===== src/rtl/fm_pkg.sv =====
// rtl/fm_pkg.sv - shared widths, types and quarter-wave sine table builder for the FM modulator
package fm_pkg;
  localparam int PHASE_W    = 16;
  localparam int SAMPLE_W   = 16;
  localparam int LUT_ADDR_W = 8;
  localparam int LUT_DEPTH  = 1 << LUT_ADDR_W;

  localparam logic [SAMPLE_W-1:0] MAG_DEFAULT = 16'h7FFF;
  localparam logic [SAMPLE_W-1:0] AMPL        = 16'd32767;

  typedef logic [PHASE_W-1:0]         phase_t;
  typedef logic signed [SAMPLE_W-1:0] sample_t;

  // Entry k = round(32767*sin(k*pi/512)); Q30 Taylor series evaluated at elaboration
  function automatic logic [LUT_DEPTH*SAMPLE_W-1:0] build_sin_rom();
    logic [LUT_DEPTH*SAMPLE_W-1:0] rom;
    longint x, x2, term, acc;
    rom = '0;
    for (int k = 0; k < LUT_DEPTH; k++) begin
      x    = (longint'(k) * 64'sd1686629713) >>> LUT_ADDR_W;
      x2   = (x * x) >>> 30;
      term = x;
      acc  = x;
      for (int n = 1; n <= 6; n++) begin
        term = -((term * x2) >>> 30) / longint'((2 * n) * (2 * n + 1));
        acc  = acc + term;
      end
      rom[k*SAMPLE_W +: SAMPLE_W] = SAMPLE_W'((acc * 32767 + (64'sd1 <<< 29)) >>> 30);
    end
    return rom;
  endfunction
endpackage


===== src/rtl/fm_sincos_lut.sv =====
// rtl/fm_sincos_lut.sv - quarter-wave sine/cosine lookup with quadrant folding, 2-cycle latency
module fm_sincos_lut
  import fm_pkg::*;
(
  input  logic    clk_i,
  input  logic    rst_i,
  input  logic    ce_i,
  input  phase_t  phase_i,
  output sample_t sin_o,
  output sample_t cos_o
);
  localparam logic [LUT_DEPTH*SAMPLE_W-1:0] SIN_ROM = build_sin_rom();

  logic [1:0]            quad;
  logic [LUT_ADDR_W-1:0] idx;
  logic [LUT_ADDR_W:0]   idx_fwd, idx_rev;
  logic [SAMPLE_W-1:0]   mag_fwd, mag_rev;
  logic [SAMPLE_W-1:0]   sin_mag_d, sin_mag_q, cos_mag_d, cos_mag_q;
  logic                  sin_neg_d, sin_neg_q, cos_neg_d, cos_neg_q;
  sample_t               sin_d, sin_q, cos_d, cos_q;

  // Index LUT_DEPTH is the quarter-wave peak, one past the table end
  function automatic logic [SAMPLE_W-1:0] qsin(input logic [LUT_ADDR_W:0] j);
    if (j[LUT_ADDR_W]) return AMPL;
    return SIN_ROM[j[LUT_ADDR_W-1:0]*SAMPLE_W +: SAMPLE_W];
  endfunction

  always_comb begin
    quad      = phase_i[PHASE_W-1 -: 2];
    idx       = phase_i[PHASE_W-3 -: LUT_ADDR_W];
    idx_fwd   = {1'b0, idx};
    idx_rev   = (LUT_ADDR_W+1)'(LUT_DEPTH) - idx_fwd;
    mag_fwd   = qsin(idx_fwd);
    mag_rev   = qsin(idx_rev);
    sin_mag_d = quad[0] ? mag_rev : mag_fwd;
    cos_mag_d = quad[0] ? mag_fwd : mag_rev;
    sin_neg_d = quad[1];
    cos_neg_d = quad[1] ^ quad[0];
    sin_d     = sin_neg_q ? -sample_t'(sin_mag_q) : sample_t'(sin_mag_q);
    cos_d     = cos_neg_q ? -sample_t'(cos_mag_q) : sample_t'(cos_mag_q);
  end

  always_ff @(posedge clk_i) begin
    if (rst_i) begin
      sin_mag_q <= '0;
      cos_mag_q <= '0;
      sin_neg_q <= 1'b0;
      cos_neg_q <= 1'b0;
      sin_q     <= '0;
      cos_q     <= '0;
    end else if (ce_i) begin
      sin_mag_q <= sin_mag_d;
      cos_mag_q <= cos_mag_d;
      sin_neg_q <= sin_neg_d;
      cos_neg_q <= cos_neg_d;
      sin_q     <= sin_d;
      cos_q     <= cos_d;
    end
  end

  assign sin_o = sin_q;
  assign cos_o = cos_q;
endmodule


===== src/rtl/fm_modulate.sv =====
// rtl/fm_modulate.sv - FM modulator top: AXI-Stream phase accumulator; FM_MODULATE_IQ_EN selects I/Q output
module fm_modulate
  import fm_pkg::*;
#(
  parameter int                  C_S00_AXIS_TDATA_WIDTH = 32,
  parameter int                  C_M00_AXIS_TDATA_WIDTH = 32,
  parameter int                  DEV_SHIFT              = 0,
  parameter logic [SAMPLE_W-1:0] MAG                    = MAG_DEFAULT
) (
  input  logic                                s00_axis_aclk,
  input  logic                                s00_axis_areset,
  input  logic                                s00_axis_tvalid,
  input  logic [C_S00_AXIS_TDATA_WIDTH-1:0]   s00_axis_tdata,
  input  logic [C_S00_AXIS_TDATA_WIDTH/8-1:0] s00_axis_tstrb,
  input  logic                                s00_axis_tlast,
  output logic                                s00_axis_tready,
  input  logic                                m00_axis_tready,
  output logic                                m00_axis_tvalid,
  output logic                                m00_axis_tlast,
  output logic [C_M00_AXIS_TDATA_WIDTH-1:0]   m00_axis_tdata,
  output logic [C_M00_AXIS_TDATA_WIDTH/8-1:0] m00_axis_tstrb
);
  localparam int MW = C_M00_AXIS_TDATA_WIDTH / 8;

  logic          en, accept;
  phase_t        incr, phase_d, phase_q;
  logic          v0_q, last0_q;
  logic [MW-1:0] strb_in, strb0_q;
  logic          unused_tdata;

  assign unused_tdata    = ^s00_axis_tdata[C_S00_AXIS_TDATA_WIDTH-1:PHASE_W];
  assign en              = m00_axis_tready | ~m00_axis_tvalid;
  assign s00_axis_tready = en;
  assign accept          = s00_axis_tvalid & en;
  assign strb_in         = MW'(s00_axis_tstrb);

  // Shift in the phase width so bits pushed past bit 15 are dropped
  always_comb begin
    incr    = phase_t'(s00_axis_tdata[PHASE_W-1:0] << DEV_SHIFT);
    phase_d = phase_q;
    if (accept) phase_d = phase_q + incr;
  end

  always_ff @(posedge s00_axis_aclk) begin
    if (s00_axis_areset) begin
      phase_q <= '0;
      v0_q    <= 1'b0;
      last0_q <= 1'b0;
      strb0_q <= '0;
    end else if (en) begin
      phase_q <= phase_d;
      v0_q    <= accept;
      if (accept) begin
        last0_q <= s00_axis_tlast;
        strb0_q <= strb_in;
      end
    end
  end

`ifdef FM_MODULATE_IQ_EN
  sample_t                           sin_s, cos_s;
  logic                              v1_q, v2_q, last1_q, last2_q;
  logic [MW-1:0]                     strb1_q, strb2_q;
  logic [C_M00_AXIS_TDATA_WIDTH-1:0] data_iq;

  fm_sincos_lut u_lut (
    .clk_i   (s00_axis_aclk),
    .rst_i   (s00_axis_areset),
    .ce_i    (en),
    .phase_i (phase_q),
    .sin_o   (sin_s),
    .cos_o   (cos_s)
  );

  // Sideband shadows the two LUT register stages
  always_ff @(posedge s00_axis_aclk) begin
    if (s00_axis_areset) begin
      v1_q    <= 1'b0;
      v2_q    <= 1'b0;
      last1_q <= 1'b0;
      last2_q <= 1'b0;
      strb1_q <= '0;
      strb2_q <= '0;
    end else if (en) begin
      v1_q    <= v0_q;
      v2_q    <= v1_q;
      last1_q <= last0_q;
      last2_q <= last1_q;
      strb1_q <= strb0_q;
      strb2_q <= strb1_q;
    end
  end

  always_comb begin
    data_iq                     = '0;
    data_iq[2*SAMPLE_W-1:0]     = {sin_s, cos_s};
  end

  assign m00_axis_tvalid = v2_q;
  assign m00_axis_tlast  = last2_q;
  assign m00_axis_tstrb  = strb2_q;
  assign m00_axis_tdata  = data_iq;
`else
  logic [C_M00_AXIS_TDATA_WIDTH-1:0] data_d, data_q;

  always_comb begin
    data_d                  = '0;
    data_d[2*SAMPLE_W-1:0]  = {phase_d, MAG};
  end

  always_ff @(posedge s00_axis_aclk) begin
    if (s00_axis_areset) data_q <= '0;
    else if (accept)     data_q <= data_d;
  end

  assign m00_axis_tvalid = v0_q;
  assign m00_axis_tlast  = last0_q;
  assign m00_axis_tstrb  = strb0_q;
  assign m00_axis_tdata  = data_q;
`endif
endmodule


===== config.mk =====
export PLATFORM = sky130hd
export DESIGN_NAME = fm_modulate
export DESIGN_NICKNAME = d
export VERILOG_FILES = /design/src/rtl/fm_pkg.sv /design/src/rtl/fm_sincos_lut.sv /design/src/rtl/fm_modulate.sv
export SDC_FILE = /design/constraint.sdc
export NUM_CORES = 1
export LEC_CHECK = 0
export CORE_UTILIZATION = 40
export CTS_CLUSTER_SIZE = 14
export DETAILED_ROUTE_END_ITERATION = 10
export PLACE_DENSITY = 0.77
export SYNTH_ARGS = -nofsm -noshare
export SYNTH_HDL_FRONTEND = slang
export SYNTH_SLANG_ARGS = --single-unit
export TNS_END_PERCENT = 1

===== constraint.sdc =====
create_clock -name s00_axis_aclk -period 2.45 [get_ports s00_axis_aclk]
set_clock_uncertainty 0.2 [all_clocks]
set_input_delay 0.245 -clock s00_axis_aclk [delete_from_list [all_inputs] [get_ports s00_axis_aclk]]
set_output_delay 0.245 -clock s00_axis_aclk [all_outputs]
set_load 0.005 [all_outputs]

==> impl_metrics.csv, run 1 <==
group,metric,value,unit
sta,whs,0.2421,ns
placed_design,placedCellCount,383,
job,max_capacitance_violation_count,0,
power_and_ir_drop,power_density,662.0,nW/µm²
setup_path,worst_setup_path_start_kind,"flip-flop",
sta,final.min_clock_period,2.535,ns
die,fp.dieArea,5539,µm²
synthesis,main_combinational_cell_family_by_area_after_synthesis,"compound AO/OA/AOI/OAI gates",
die,die_w,74.43,µm
detailed_routing,remaining_drc_errors,0,
synthesis,synth-edff-count,0,
setup_path,worst-setup-path-type,"reg2reg",
sta,final-setup-viol-count,8,
power_and_ir_drop,totalPowerFinal,0.002048,W
grt,grt_antenna_before_repair,0,
sta,grt_setup_unrepaired,"true",
sta,worst_slew_margin_rel,33.82,%
die,dieHeight,74.43,µm
detailed_routing,first_pass_iters,4,
sta,report.final.hold_viol_count,0,
grt,grt_pass1_wl,8321,µm
setup_path,crit_path_top_delay_cell,"a221o_1",
power_and_ir_drop,cellLeakagePower,1.381,nW
die,design.portCount,80,
placed_design,detailedPlacementHpwl,3629,µm
outcome,outcome,"finished with violations",
cts,worstSkewPairLatency,0.30,ns
grt,groute.usage.overall,19.64,%
sta,setup_slack,-0.08469,ns
cts,clk_path_buf_depth,2,
synthesis,synth_cell_type_count,42,
cts,clock_sink_count,39,
cts,cts_root_buffer,"clkbuf_8",
grt,first_global_vias,1938,
cts,hold_buffers,0,
synthesis,post_synth_and_or_nand_nor_area_fraction,14.61,%
synthesis,ys_warn_count,0,
synthesis,synthesis.instances,242,
detailed_routing,routed_via_density,4.975,
setup_path,worst_r2r_path_depth,8,
placed_design,routabilityCongestion,0.8184,
grt,pin_count_of_the_biggest_net_entering_global_routing,20,
cts,cts.htree.levels,2,
cts,cts_tree,"yes",
synthesis,ys_dominant_reg_cell,"dfxtp_1",
sta,fmax,394.5,MHz
grt,grt.overflow.total,0,
die,initial_utilization,43.00,%
worst_hold_path,worst_hold_path.num_cells,2,
detailed_routing,route.detailed.wl_per_inst,12.61,µm
setup_path,setup.worst_path.end_class,"flip-flop",
sta,transition_time_at_the_pin_with_the_least_slew_margin,0.9891,ns
synthesis,post_synth_mux_area_share,1.968,%
setup_path,critical_path_at,2.52,ns
placed_design,placement.io_buffers,62,
detailed_routing,routed_wirelength,4980,µm
synthesis,synth_async_sr_flop_share,0,%
detailed_routing,final_antenna_net_count,0,
cts,clock_transition_time_at_the_flip_flop_clock_pins_of_the_worst_setup_and_hold_paths,0.08,ns
synthesis,synth_sequential_area_ratio,37.21,%
synthesis,synth_area_per_cell,8.671,µm²
outcome,violated_checks,"negative setup slack",
setup_path,critPathRequiredTime,2.43,ns
finish,layout.nets,384,
synthesis,synthesis.area,2098,µm²
detailed_routing,vias,1965,
synthesis,syn_nets,299,
placed_design,preCtsSetupSlack,-0.4833,ns
sta,timing.final.max_slew_violations,0,
setup_path,path_max_fanout,4,
finish,flow.area_growth_from_synthesis,47.47,%
finish,layout-drive-gt1-share,17.38,%
synthesis,yosys.area_share.xor_xnor,5.665,%
die,core-area,4880,µm²
finish,fillCellCount,441,
power_and_ir_drop,ir_drop,455.8,µV
synthesis,ys_seq_elements,39,
detailed_routing,first_iter_violations,72,
finish,antenna-diode-count,0,
synthesis,compound_gate_fraction_of_synth_area,23.08,%
die,rows,25,
setup_path,crit_chain,"ha_4 > fa_2 > a211oi_2 > o21bai_1 > a221o_1 > a221oi_2 > xnor2_1 > a22o_1",
synthesis,yosys.area_share.adder,9.899,%
cts,cts_buffers,5,
finish,final_cell_count_no_fill,395,
setup_path,cp_slowest_stage_delay,0.43,ns
sta,min_period_over_period,103.5,%
worst_hold_path,worst_hold_path_type,"reg2reg",
## critical path: cells and delay by family, from the launching register on
kind	cells	cell delay (ns)
compound gates	5	1.26
fa+ha+maj	2	0.52
flops	1	0.34
xor+xnor	1	0.11
## per-layer routing
layer  wire, µm  track usage [%]  vias to the layer above
met4         37            5.660                        0
met3        327            5.827                        4
li1           -                -                     1002
met2       2452            34.23                       52
met5          0                0                        -
met1       2163            23.28                      907
## synthesized netlist by cell type, types with 5 or more instances
master | instances | share of area (%)
dfxtp_1 | 39 | 37
clkbuf_1 | 6 | 1.1
a22o_1 | 6 | 2.5
o21ai_0 | 5 | 1.2
a21oi_1 | 29 | 6.9
buf_4 | 15 | 5.4
xnor2_1 | 8 | 3.3
a21o_1 | 8 | 2.9
ha_1 | 15 | 8.9
nor2_1 | 7 | 1.3
nand2_1 | 51 | 9.1
## worst paths after layout
check | from | to | slack, ns
setup / recovery | phase_q[0]$_SDFFE_PP0N_ | m00_axis_tdata[28]$_SDFFE_PP0P_ | -0.08
hold / removal | m00_axis_tdata[27]$_SDFFE_PP0P_ | m00_axis_tdata[27]$_SDFFE_PP0P_ | 0.24
hold reg to reg | m00_axis_tdata[27]$_SDFFE_PP0P_ | m00_axis_tdata[27]$_SDFFE_PP0P_ | 0.24
setup reg to reg | phase_q[0]$_SDFFE_PP0N_ | m00_axis_tdata[28]$_SDFFE_PP0P_ | -0.08
## placed cells by master, fill, tap and decap left out, types with 3 or more instances in the layout
cell,n
xor2_1,3
inv_1,3
xnor2_1,8
a21oi_1,29
nand2_1,51
dfxtp_1,38
a21o_1,8
o21bai_1,3
nor2_1,7
mux2i_1,3
o21ai_0,5
and3_1,3
clkdlybuf4s50_1,61
clkbuf_8,5
ha_1,14
buf_4,39
a221o_1,3
a22o_1,6
## power by group
group	internal [W]	switching [W]	leakage, nW
registers	0.000715	0.0000483	0.322
logic	0.000424	0.000310	1.00
clock network	0.000307	0.000244	0.0548
## logic make-up (layout without fill, tap and decap cells)
family                   count (synthesis)  count (layout)
AO/OA/AOI/OAI                           72              72
XOR/XNOR                                12              12
adder cells (fa/ha/maj)                 16              16
buffers and inverters                   26             112
flip-flops                              39              39
multiplexers                             4               4
other                                    1               1
AND/OR/NAND/NOR                         72              72
## sequential cells by signal, summed over array words and instances (netlist names)
signal / flops
m00_axis_tvalid: 1
m00_axis_tdata: 17
phase_q: 16
m00_axis_tstrb: 4
m00_axis_tlast: 1
## metrics by stage
stage | cell area, µm² | setup TNS, ns | utilization [%]
after floorplan | 2101 | 0 | -
after global placement | 2924 | -4.583 | 59.92
after detailed placement | 2924 | -5.000 | 59.92
after CTS | 3068 | -0.1956 | 62.87
after global routing | 3094 | -1.482 | 63.41
final | 3094 | -0.3658 | 63.41
## timing repair
action / 4_1_cts / 5_1_grt
pin swaps: 10 / 9
setup endpoints to repair: 8 / 11
gates resized for setup: 5 / 2
gates cloned: 0 / 0
buffers inserted: 2 / 2
## cell type report
class	instances	area [µm²]	share of cell area, %
tap	67	83.83	2.709
inverter	3	11.26	0.3639
multi-input combinational	177	1190	38.46
clock buffer	5	68.82	2.224
clock inverter	3	46.29	1.496
timing repair buffer	101	912.1	29.48
sequential	39	782.0	25.27
No activity file was read; power rests on OpenSTA's default activity.
==> run 2: changes to the inputs <==
CORE_ASPECT_RATIO = 0.6   (was not set)
==> impl_metrics.csv, run 2 (synthesis gave the netlist of run 1 again) <==
group,metric,value,unit
sta,min_period_over_period,103.2,%
cts,hold_buffers,0,
power_and_ir_drop,cellLeakagePower,1.429,nW
detailed_routing,first_pass_iters,4,
finish,layout-drive-gt1-share,20.66,%
die,initial_utilization,43.69,%
setup_path,path_max_fanout,3,
outcome,outcome,"finished with violations",
finish,fillCellCount,393,
sta,fmax,395.5,MHz
die,fp.dieArea,5549,µm²
job,max_capacitance_violation_count,0,
cts,worstSkewPairLatency,0.30,ns
cts,cts.htree.levels,2,
finish,layout.nets,390,
die,dieHeight,58.10,µm
cts,clock_sink_count,39,
finish,antenna-diode-count,0,
setup_path,worst_setup_path_start_kind,"flip-flop",
setup_path,worstReg2RegStart,"phase_q[0]$_SDFFE_PP0N_",
finish,most_used_cells_in_the_layout_excluding_fill_and_tap_cells,"clkdlybuf4s50_1, nand2_1, buf_4, dfxtp_1, a21oi_1",
sta,tns,-0.4391,ns
cts,clock_transition_time_at_the_flip_flop_clock_pins_of_the_worst_setup_and_hold_paths,0.08,ns
finish,flow.area_growth_from_synthesis,51.64,%
die,core-area,4802,µm²
setup_path,setup.worst_path.end_class,"flip-flop",
placed_design,detailedPlacementHpwl,4067,µm
sta,report.final.hold_viol_count,0,
detailed_routing,final_antenna_net_count,0,
detailed_routing,remaining_drc_errors,0,
setup_path,reg_to_reg_slack_setup,-0.08,ns
cts,cts_tree,"yes",
grt,grt_pass1_wl,8714,µm
detailed_routing,first_iter_violations,125,
setup_path,worst_r2r_path_depth,9,
setup_path,r2r-end,"m00_axis_tdata[30]$_SDFFE_PP0P_",
finish,largest_reg_flops,17,
grt,grt_antenna_before_repair,0,
detailed_routing,routed_wirelength,5649,µm
placed_design,routabilityCongestion,0.8527,
power_and_ir_drop,power_density,666.6,nW/µm²
finish,mostFrequentLayoutCell,"clkdlybuf4s50_1",
die,design.portCount,80,
worst_hold_path,worstHoldStart,"m00_axis_tdata[27]$_SDFFE_PP0P_",
cts,cts_root_buffer,"clkbuf_8",
cts,clk_path_buf_depth,2,
setup_path,worst-setup-path-type,"reg2reg",
sta,grt_setup_unrepaired,"true",
power_and_ir_drop,ir_drop,314.5,µV
cts,cts_buffers,5,
sta,worst_slew_margin_rel,27.11,%
detailed_routing,route.detailed.wl_per_inst,14.23,µm
worst_hold_path,worst_hold_path_type,"reg2reg",
sta,final-setup-viol-count,8,
die,rows,19,
outcome,violated_checks,"negative setup slack",
grt,first_global_vias,1901,
placed_design,placedCellCount,382,
die,die_w,95.50,µm
detailed_routing,routed_via_density,4.975,
setup_path,critPathRequiredTime,2.50,ns
setup_path,critical_path_at,2.58,ns
worst_hold_path,worst_hold_path.num_cells,2,
sta,setup_slack,-0.07861,ns
grt,grt.overflow.total,0,
sta,whs,0.2519,ns
finish,final_cell_count_no_fill,397,
grt,pin_count_of_the_biggest_net_entering_global_routing,24,
detailed_routing,vias,1975,
sta,timing.final.max_slew_violations,0,
power_and_ir_drop,totalPowerFinal,0.002121,W
sta,final.min_clock_period,2.529,ns
finish,finalCoreUtilization,66.26,%
grt,groute.usage.overall,20.45,%
placed_design,placement.io_buffers,62,
sta,transition_time_at_the_pin_with_the_least_slew_margin,1.089,ns
worst_hold_path,min_delay_worst_endpoint,"m00_axis_tdata[27]$_SDFFE_PP0P_",
run 2: changes by cell type in the layout (fill, tap and decap cells not counted), sizes merged:
cell and change:
clkinvlp -1, buf +6, inv -1, clkinv +2
run 2: metrics by stage:
stage / cell area, µm² / worst slack (ns)
floorplan: 2101 / 0.02775
global placement: 2942 / -0.4453
detailed placement: 2942 / -0.5257
CTS: 3132 / -0.1107
global route: 3182 / -0.1397
finish: 3182 / -0.07861
run 2: layout make-up:
| cell class | instances | area, µm² | share of cell area [%] |
|---|---|---|---|
| sequential | 39 | 782.0 | 24.58 |
| multi-input combinational | 177 | 1240 | 38.97 |
| inverter | 3 | 11.26 | 0.3539 |
| timing repair buffer | 107 | 957.2 | 30.08 |
| clock buffer | 5 | 68.82 | 2.163 |
| clock inverter | 3 | 43.79 | 1.376 |
| tap | 63 | 78.83 | 2.477 |
run 2: timing repair:
action                     4_1_cts  5_1_grt
setup endpoints to repair        9       12
setup buffers                    5        2
resized for setup                8        7
pin swaps                       10        8
run 2: critical path, cell delays in order (launching register included):
cell	delay [ns]
dfxtp_2	0.35
ha_4	0.17
fa_2	0.36
a211oi_2	0.19
o21bai_1	0.11
a221o_1	0.41
buf_4	0.17
a41oi_2	0.14
mux2i_1	0.28
a21o_1	0.11
run 2: where the power goes:
| group | internal [W] | switching [W] |
|---|---|---|
| combinational | 0.000454 | 0.000353 |
| sequential | 0.000715 | 0.0000494 |
| clock | 0.000303 | 0.000246 |
run 2: worst max path at each step:
stage,from,endpoint,depth (start not counted)
detailed placement,s00_axis_tdata[0],phase_q[14]$_SDFFE_PP0N_,9
global route,s00_axis_tdata[1],phase_q[15]$_SDFFE_PP0N_,8
CTS,phase_q[0]$_SDFFE_PP0N_,phase_q[12]$_SDFFE_PP0N_,8
finish,phase_q[0]$_SDFFE_PP0N_,m00_axis_tdata[30]$_SDFFE_PP0P_,9
floorplan,phase_q[0]$_SDFFE_PP0N_,m00_axis_tdata[28]$_SDFFE_PP0P_,8
global placement,s00_axis_tdata[0],phase_q[12]$_SDFFE_PP0N_,9
run 2: layer usage:
metal | global-route usage, % | share of wire (%) | vias to the layer above
met5 | 0 | 0 | -
met4 | 4.478 | 0.19 | 0
met3 | 5.381 | 6.0 | 2
met2 | 29.90 | 42 | 52
met1 | 30.06 | 52 | 902
li1 | - | - | 1019
==> run 3: changes to the inputs <==
CTS_CLUSTER_DIAMETER = 40   (was not set)
==> results of run 3 <==
Same layout as run 2: the final DEF is identical, and so are final timing and power.
